`src/rtl/bip_control_unit.sv`:
```
// bip_control_unit: BIP instruction sequencer running a FETCH/DECODE/EXEC/HALT loop.
// Optional single-step gating of FETCH when BIP_STEP_EN is defined.
`default_nettype none

module bip_control_unit #(
  parameter int PC_W   = 11,
  parameter int ICNT_W = 16
) (
  input  logic              CLK,
  input  logic              RESET,
`ifdef BIP_STEP_EN
  input  logic              STEP,
`endif
  input  logic [15:0]       INSTR,
  output logic [PC_W-1:0]   PC_ADDR,
  output logic [10:0]       OPERAND,
  output logic [1:0]        SEL_A,
  output logic              SEL_B,
  output logic              OP,
  output logic              WR_ACC,
  output logic              WR_RAM,
  output logic              RD_RAM,
  output logic              HALTED,
  output logic              ILLEGAL,
  output logic [ICNT_W-1:0] INSTR_COUNT
);

  typedef enum logic [1:0] {
    S_FETCH  = 2'd0,
    S_DECODE = 2'd1,
    S_EXEC   = 2'd2,
    S_HALT   = 2'd3
  } state_t;

  localparam logic [4:0] c_OP_HLT  = 5'b00000;
  localparam logic [4:0] c_OP_STO  = 5'b00001;
  localparam logic [4:0] c_OP_LD   = 5'b00010;
  localparam logic [4:0] c_OP_LDI  = 5'b00011;
  localparam logic [4:0] c_OP_ADD  = 5'b00100;
  localparam logic [4:0] c_OP_ADDI = 5'b00101;
  localparam logic [4:0] c_OP_SUB  = 5'b00110;
  localparam logic [4:0] c_OP_SUBI = 5'b00111;

  localparam logic [PC_W-1:0]   c_PC_ONE   = {{(PC_W-1){1'b0}}, 1'b1};
  localparam logic [ICNT_W-1:0] c_ICNT_ONE = {{(ICNT_W-1){1'b0}}, 1'b1};
  localparam logic [ICNT_W-1:0] c_ICNT_MAX = {ICNT_W{1'b1}};

  state_t              r_state;
  logic [PC_W-1:0]     r_pc;
  logic [15:0]         r_ir;
  logic [1:0]          r_sel_a;
  logic                r_sel_b;
  logic                r_op;
  logic                r_wr_acc;
  logic                r_wr_ram;
  logic                r_rd_ram;
  logic                r_halted;
  logic                r_illegal;
  logic [ICNT_W-1:0]   r_icnt;

  logic                w_step;
  logic [4:0]          w_opc;

`ifdef BIP_STEP_EN
  assign w_step = STEP;
`else
  assign w_step = 1'b1;
`endif

  assign w_opc = INSTR[15:11];

  // Controls are loaded on the DECODE->EXEC edge straight from INSTR so they
  // are registered for the single EXEC cycle and cleared on the next edge.
  always_ff @(posedge CLK or posedge RESET) begin
    if (RESET) begin
      r_state   <= S_FETCH;
      r_pc      <= '0;
      r_ir      <= '0;
      r_sel_a   <= 2'b00;
      r_sel_b   <= 1'b0;
      r_op      <= 1'b0;
      r_wr_acc  <= 1'b0;
      r_wr_ram  <= 1'b0;
      r_rd_ram  <= 1'b0;
      r_halted  <= 1'b0;
      r_illegal <= 1'b0;
      r_icnt    <= '0;
    end else begin
      r_sel_a  <= 2'b00;
      r_sel_b  <= 1'b0;
      r_op     <= 1'b0;
      r_wr_acc <= 1'b0;
      r_wr_ram <= 1'b0;
      r_rd_ram <= 1'b0;
      case (r_state)
        S_FETCH: begin
          if (w_step) r_state <= S_DECODE;
        end
        S_DECODE: begin
          r_ir    <= INSTR;
          r_state <= S_EXEC;
          case (w_opc)
            c_OP_HLT: ;
            c_OP_STO: r_wr_ram <= 1'b1;
            c_OP_LD: begin
              r_rd_ram <= 1'b1;
              r_wr_acc <= 1'b1;
            end
            c_OP_LDI: begin
              r_sel_a  <= 2'b01;
              r_wr_acc <= 1'b1;
            end
            c_OP_ADD, c_OP_SUB: begin
              r_rd_ram <= 1'b1;
              r_op     <= (w_opc == c_OP_SUB);
              r_sel_a  <= 2'b10;
              r_wr_acc <= 1'b1;
            end
            c_OP_ADDI, c_OP_SUBI: begin
              r_sel_b  <= 1'b1;
              r_op     <= (w_opc == c_OP_SUBI);
              r_sel_a  <= 2'b10;
              r_wr_acc <= 1'b1;
            end
            default: r_illegal <= 1'b1;
          endcase
        end
        S_EXEC: begin
          if (r_ir[15:11] == c_OP_HLT) begin
            r_state  <= S_HALT;
            r_halted <= 1'b1;
          end else begin
            r_pc    <= r_pc + c_PC_ONE;
            if (r_icnt != c_ICNT_MAX) r_icnt <= r_icnt + c_ICNT_ONE;
            r_state <= S_FETCH;
          end
        end
        S_HALT: r_state <= S_HALT;
        default: r_state <= S_FETCH;
      endcase
    end
  end

  assign PC_ADDR     = r_pc;
  assign OPERAND     = r_ir[10:0];
  assign SEL_A       = r_sel_a;
  assign SEL_B       = r_sel_b;
  assign OP          = r_op;
  assign WR_ACC      = r_wr_acc;
  assign WR_RAM      = r_wr_ram;
  assign RD_RAM      = r_rd_ram;
  assign HALTED      = r_halted;
  assign ILLEGAL     = r_illegal;
  assign INSTR_COUNT = r_icnt;

endmodule

`default_nettype wire
```
`config.mk`:
```
export PLATFORM = sky130hd
export DESIGN_NAME = bip_control_unit
export DESIGN_NICKNAME = d
export VERILOG_FILES = /design/src/rtl/bip_control_unit.sv
export SDC_FILE = /design/constraint.sdc
export NUM_CORES = 1
export LEC_CHECK = 0
export ABC_AREA = 1
export CAP_MARGIN = 20
export CORE_AREA = 4 4 77 79
export CTS_CLUSTER_SIZE = 8
export DETAILED_ROUTE_END_ITERATION = 10
export DIE_AREA = 0 0 81 83
export DONT_BUFFER_PORTS = 1
export PLACE_DENSITY = 0.74
export SYNTH_ARGS = -nofsm -noshare
export SYNTH_HDL_FRONTEND = slang
export SYNTH_SLANG_ARGS = --single-unit
```
`constraint.sdc`:
```
create_clock -name CLK -period 1.5 [get_ports CLK]
set_input_delay 0.3 -clock CLK [delete_from_list [all_inputs] [get_ports CLK]]
set_output_delay 0.3 -clock CLK [all_outputs]
set_load 0.01 [all_outputs]
```
==> results.yml <==
run_status:
  outcome: "finished clean"
setup_path:
  path_max_fanout: 13
  arrival_ns: 1.61
  end_kind: "flop"
  startpoint_type: "flop"
  r2r.worst_path.cells: 8
  worst-endpoint-required_ns: 1.71
  critPathKind: "flop to flop"
clocking:
  clock_latency_ns: 0.32
  tritoncts: "done"
  ctsRootBufferMaster: "clkbuf_8"
  htreeDepth: 2
  clkTransAtPathRegs_ns: 0.11
  clockBufferDepth: 2
  cts_buffers: 5
  cts_sinks: 54
place:
  gp_congestion: 0.8234
  io_buffers: 0
  post-place-ws_ns: 0.02214
  dp_hpwl_mm: 4.010
layout:
  syn_to_final_growth_pct: 10.57
  layout-drive-gt1-share_pct: 13.88
  n_fill_cell: 495
  insertedDiodeCount: 0
  fin_nets: 372
drt:
  drt-initial-drc-count: 107
  wl_mm: 5.566
  viasPerCell: 5.049
  drt_pre_antenna_iters: 4
  drc: 0
  drtAntennaViolNets: 0
  wl_per_cell_um: 13.10
  via_count: 2146
logic_synthesis:
  mappedNetlistArea_um2: 2721
  synthesis.nets: 359
  yosys_warnings: 0
  ys_types: 28
  postSynthCellCount: 339
  syn_avg_cell_area_um2: 8.028
  synth-seq-cells: 54
  synth-seq-area-share_pct: 49.66
floorplan:
  coreArea_um2: 5338
  die_h_um: 83
  row_count: 27
  die_w_um: 81
  dieArea_um2: 6723
  io_pins: 65
  floorplan.initialDensity_pct: 50.98
pwr:
  p_leak_nw: 1.480
  ir_drop_mv: 0.9356
  p_clk_share_pct: 18.2
  swShare_pct: 40.60
  comb_power_share_pct: 34.5
  powerDensity_nw_per_um2: 1598
  p_int_mw: 2.857
  switchingPower_mw: 1.953
  pwr-share-seq_pct: 47.3
  power_mw: 4.809
timing:
  slew_headroom_pct: 77.16
  final_max_slew_viol_count: 0
  clock.fmax_ghz: 0.7169
  finalCritPeriodShare_pct: 92.99
  post-route-min-period_ns: 1.395
  fin_ws_ns: 0.1051
  hold_viol_final: 0
  finClkSkew_ns: 0.01208
  finalSetupViolCount: 0
  worst-slew-pin-transition_ns: 0.3426
flow_run:
  maxCapViolations: 0
global_routing:
  grt_max_degree: 29
  grt_pass1_wl_mm: 9.687
  grt_antenna_before_repair: 0
  grt_use_total_pct: 17.98
  grt_pass1_vias: 2169
  grt.overflow.total: 0
min_path:
  hold_class: "input pin to flop"
  min_path_cells: 1
## final cells by class
class | instances | area, µm² | share of cell area, %
multi-input combinational | 241 | 1156 | 38.42
tap | 72 | 90.09 | 2.994
clock buffer | 5 | 68.82 | 2.287
timing repair buffer | 23 | 200.2 | 6.653
clock inverter | 3 | 28.78 | 0.9563
inverter | 27 | 110.1 | 3.659
sequential | 54 | 1355 | 45.03
## cells in the mapped netlist (all sizes together)
cell | count | share of area, %
o21ai | 13 | 2.8
buf | 15 | 4.2
o21a | 1 | 0.28
clkinv | 2 | 0.46
inv | 25 | 3.4
nand3 | 13 | 2.9
xnor2 | 5 | 1.6
xor2 | 9 | 2.9
o21bai | 2 | 0.55
dfrtp | 54 | 50
nand4 | 8 | 2.4
nor3 | 2 | 0.37
ha | 2 | 0.92
clkbuf | 2 | 0.28
nor2 | 41 | 6.9
nand3b | 1 | 0.28
nand2 | 144 | 20
## metrics by stage
step / TNS [ns] / area [µm²] / util (%) / hold WS (ns) / cells
after floorplan: 0 / 2726 / - / 0.3677 / 339
after global placement: 0 / 2864 / 53.66 / 0.2809 / 415
after detailed placement: 0 / 2864 / 53.66 / 0.2841 / 415
after CTS: 0 / 2972 / 55.67 / 0.02590 / 424
after global routing: -0.003743 / 3009 / 56.38 / 0.007951 / 425
final: 0 / 3009 / 56.38 / 0.03391 / 425
## power groups by stage
stage / logic [mW] / clock network [mW] / registers (mW)
finish: 1.66 / 0.874 / 2.27
global route: 1.91 / 0.967 / 2.33
CTS: 1.60 / 0.906 / 2.27
detailed placement: 1.59 / 0 / 2.30
global placement: 1.55 / 0 / 2.28
floorplan: 1.35 / 0 / 2.22
## placed cells by master, fill, tap and decap left out, drive strengths merged
cell | netlist | layout
xnor2 | 5 | 5
nand3b | 1 | 1
dlygate4sd3 | 0 | 1
inv | 25 | 25
clkinv | 2 | 4
clkbuf | 2 | 5
nand2 | 144 | 144
nand4 | 8 | 8
dfrtp | 54 | 54
nand3 | 13 | 13
nor2 | 41 | 41
o21ai | 13 | 13
ha | 2 | 2
clkinvlp | 0 | 1
nor3 | 2 | 2
xor2 | 9 | 9
buf | 15 | 22
o21bai | 2 | 2
o21a | 1 | 1
## kinds of logic (layout without fill, tap and decap cells)
kind of cell	Yosys count	count (layout)	share of synthesized area, %
DFF	54	54	49.66
and+or+nand+nor	209	209	32.87
adders and majority gates	2	2	0.9194
buffers and inverters	44	58	8.414
xor gates and xnor gates	14	14	4.506
AOI/OAI and AO/OA	16	16	3.632
## registers in the layout (all words and copies together) (netlist names)
| register | cells |
|---|---|
| OP | 1 |
| r_state | 2 |
| INSTR_COUNT | 16 |
| SEL_A | 2 |
| WR_ACC | 1 |
| RD_RAM | 1 |
| WR_RAM | 1 |
| r_ir | 16 |
| ILLEGAL | 1 |
| HALTED | 1 |
| PC_ADDR | 11 |
| SEL_B | 1 |
## metal layers
| layer | routed length [µm] | track usage (%) | up-vias |
|---|---|---|---|
| li1 | - | - | 1059 |
| met1 | 2385 | 22.61 | 1018 |
| met2 | 2755 | 28.38 | 60 |
| met3 | 361 | 6.074 | 9 |
| met4 | 63 | 6.605 | 0 |
| met5 | 0 | 0 | - |
## worst max-delay path: stages (launching register included)
cell and delay [ns]:
dfrtp_1 0.47, nand2_1 0.14, nor2_4 0.16, nand3_4 0.11, nor2_4 0.11, nor2_4 0.06
buf_12 0.14, nand2_1 0.07, nand2_1 0.04
## path summary, 6_finish.rpt
kind                                            startpoint                           to  slack [ns]
worst max register to register  INSTR_COUNT[5]$_DFFE_PP0P_  INSTR_COUNT[15]$_DFFE_PP0P_        0.11
worst min register to register        r_state[0]$_DFF_PP0_         r_state[1]$_DFF_PP0_        0.50
min in group asynchronous                            RESET          ILLEGAL$_DFFE_PP0P_        0.53
worst min-delay path                             INSTR[11]             RD_RAM$_DFF_PP0_        0.03
worst max-delay path            INSTR_COUNT[5]$_DFFE_PP0P_  INSTR_COUNT[15]$_DFFE_PP0P_        0.11
max in group asynchronous                            RESET   INSTR_COUNT[2]$_DFFE_PP0P_        0.69
## repair_timing
action | in CTS | in global routing
endpoints found under the setup margin | 0 | 16
setup buffers | 0 | 1
endpoints found under the hold margin | 54 | 0
resized for setup | 0 | 7
hold buffers | 1 | 0
Power figures use the tool's default switching activity.
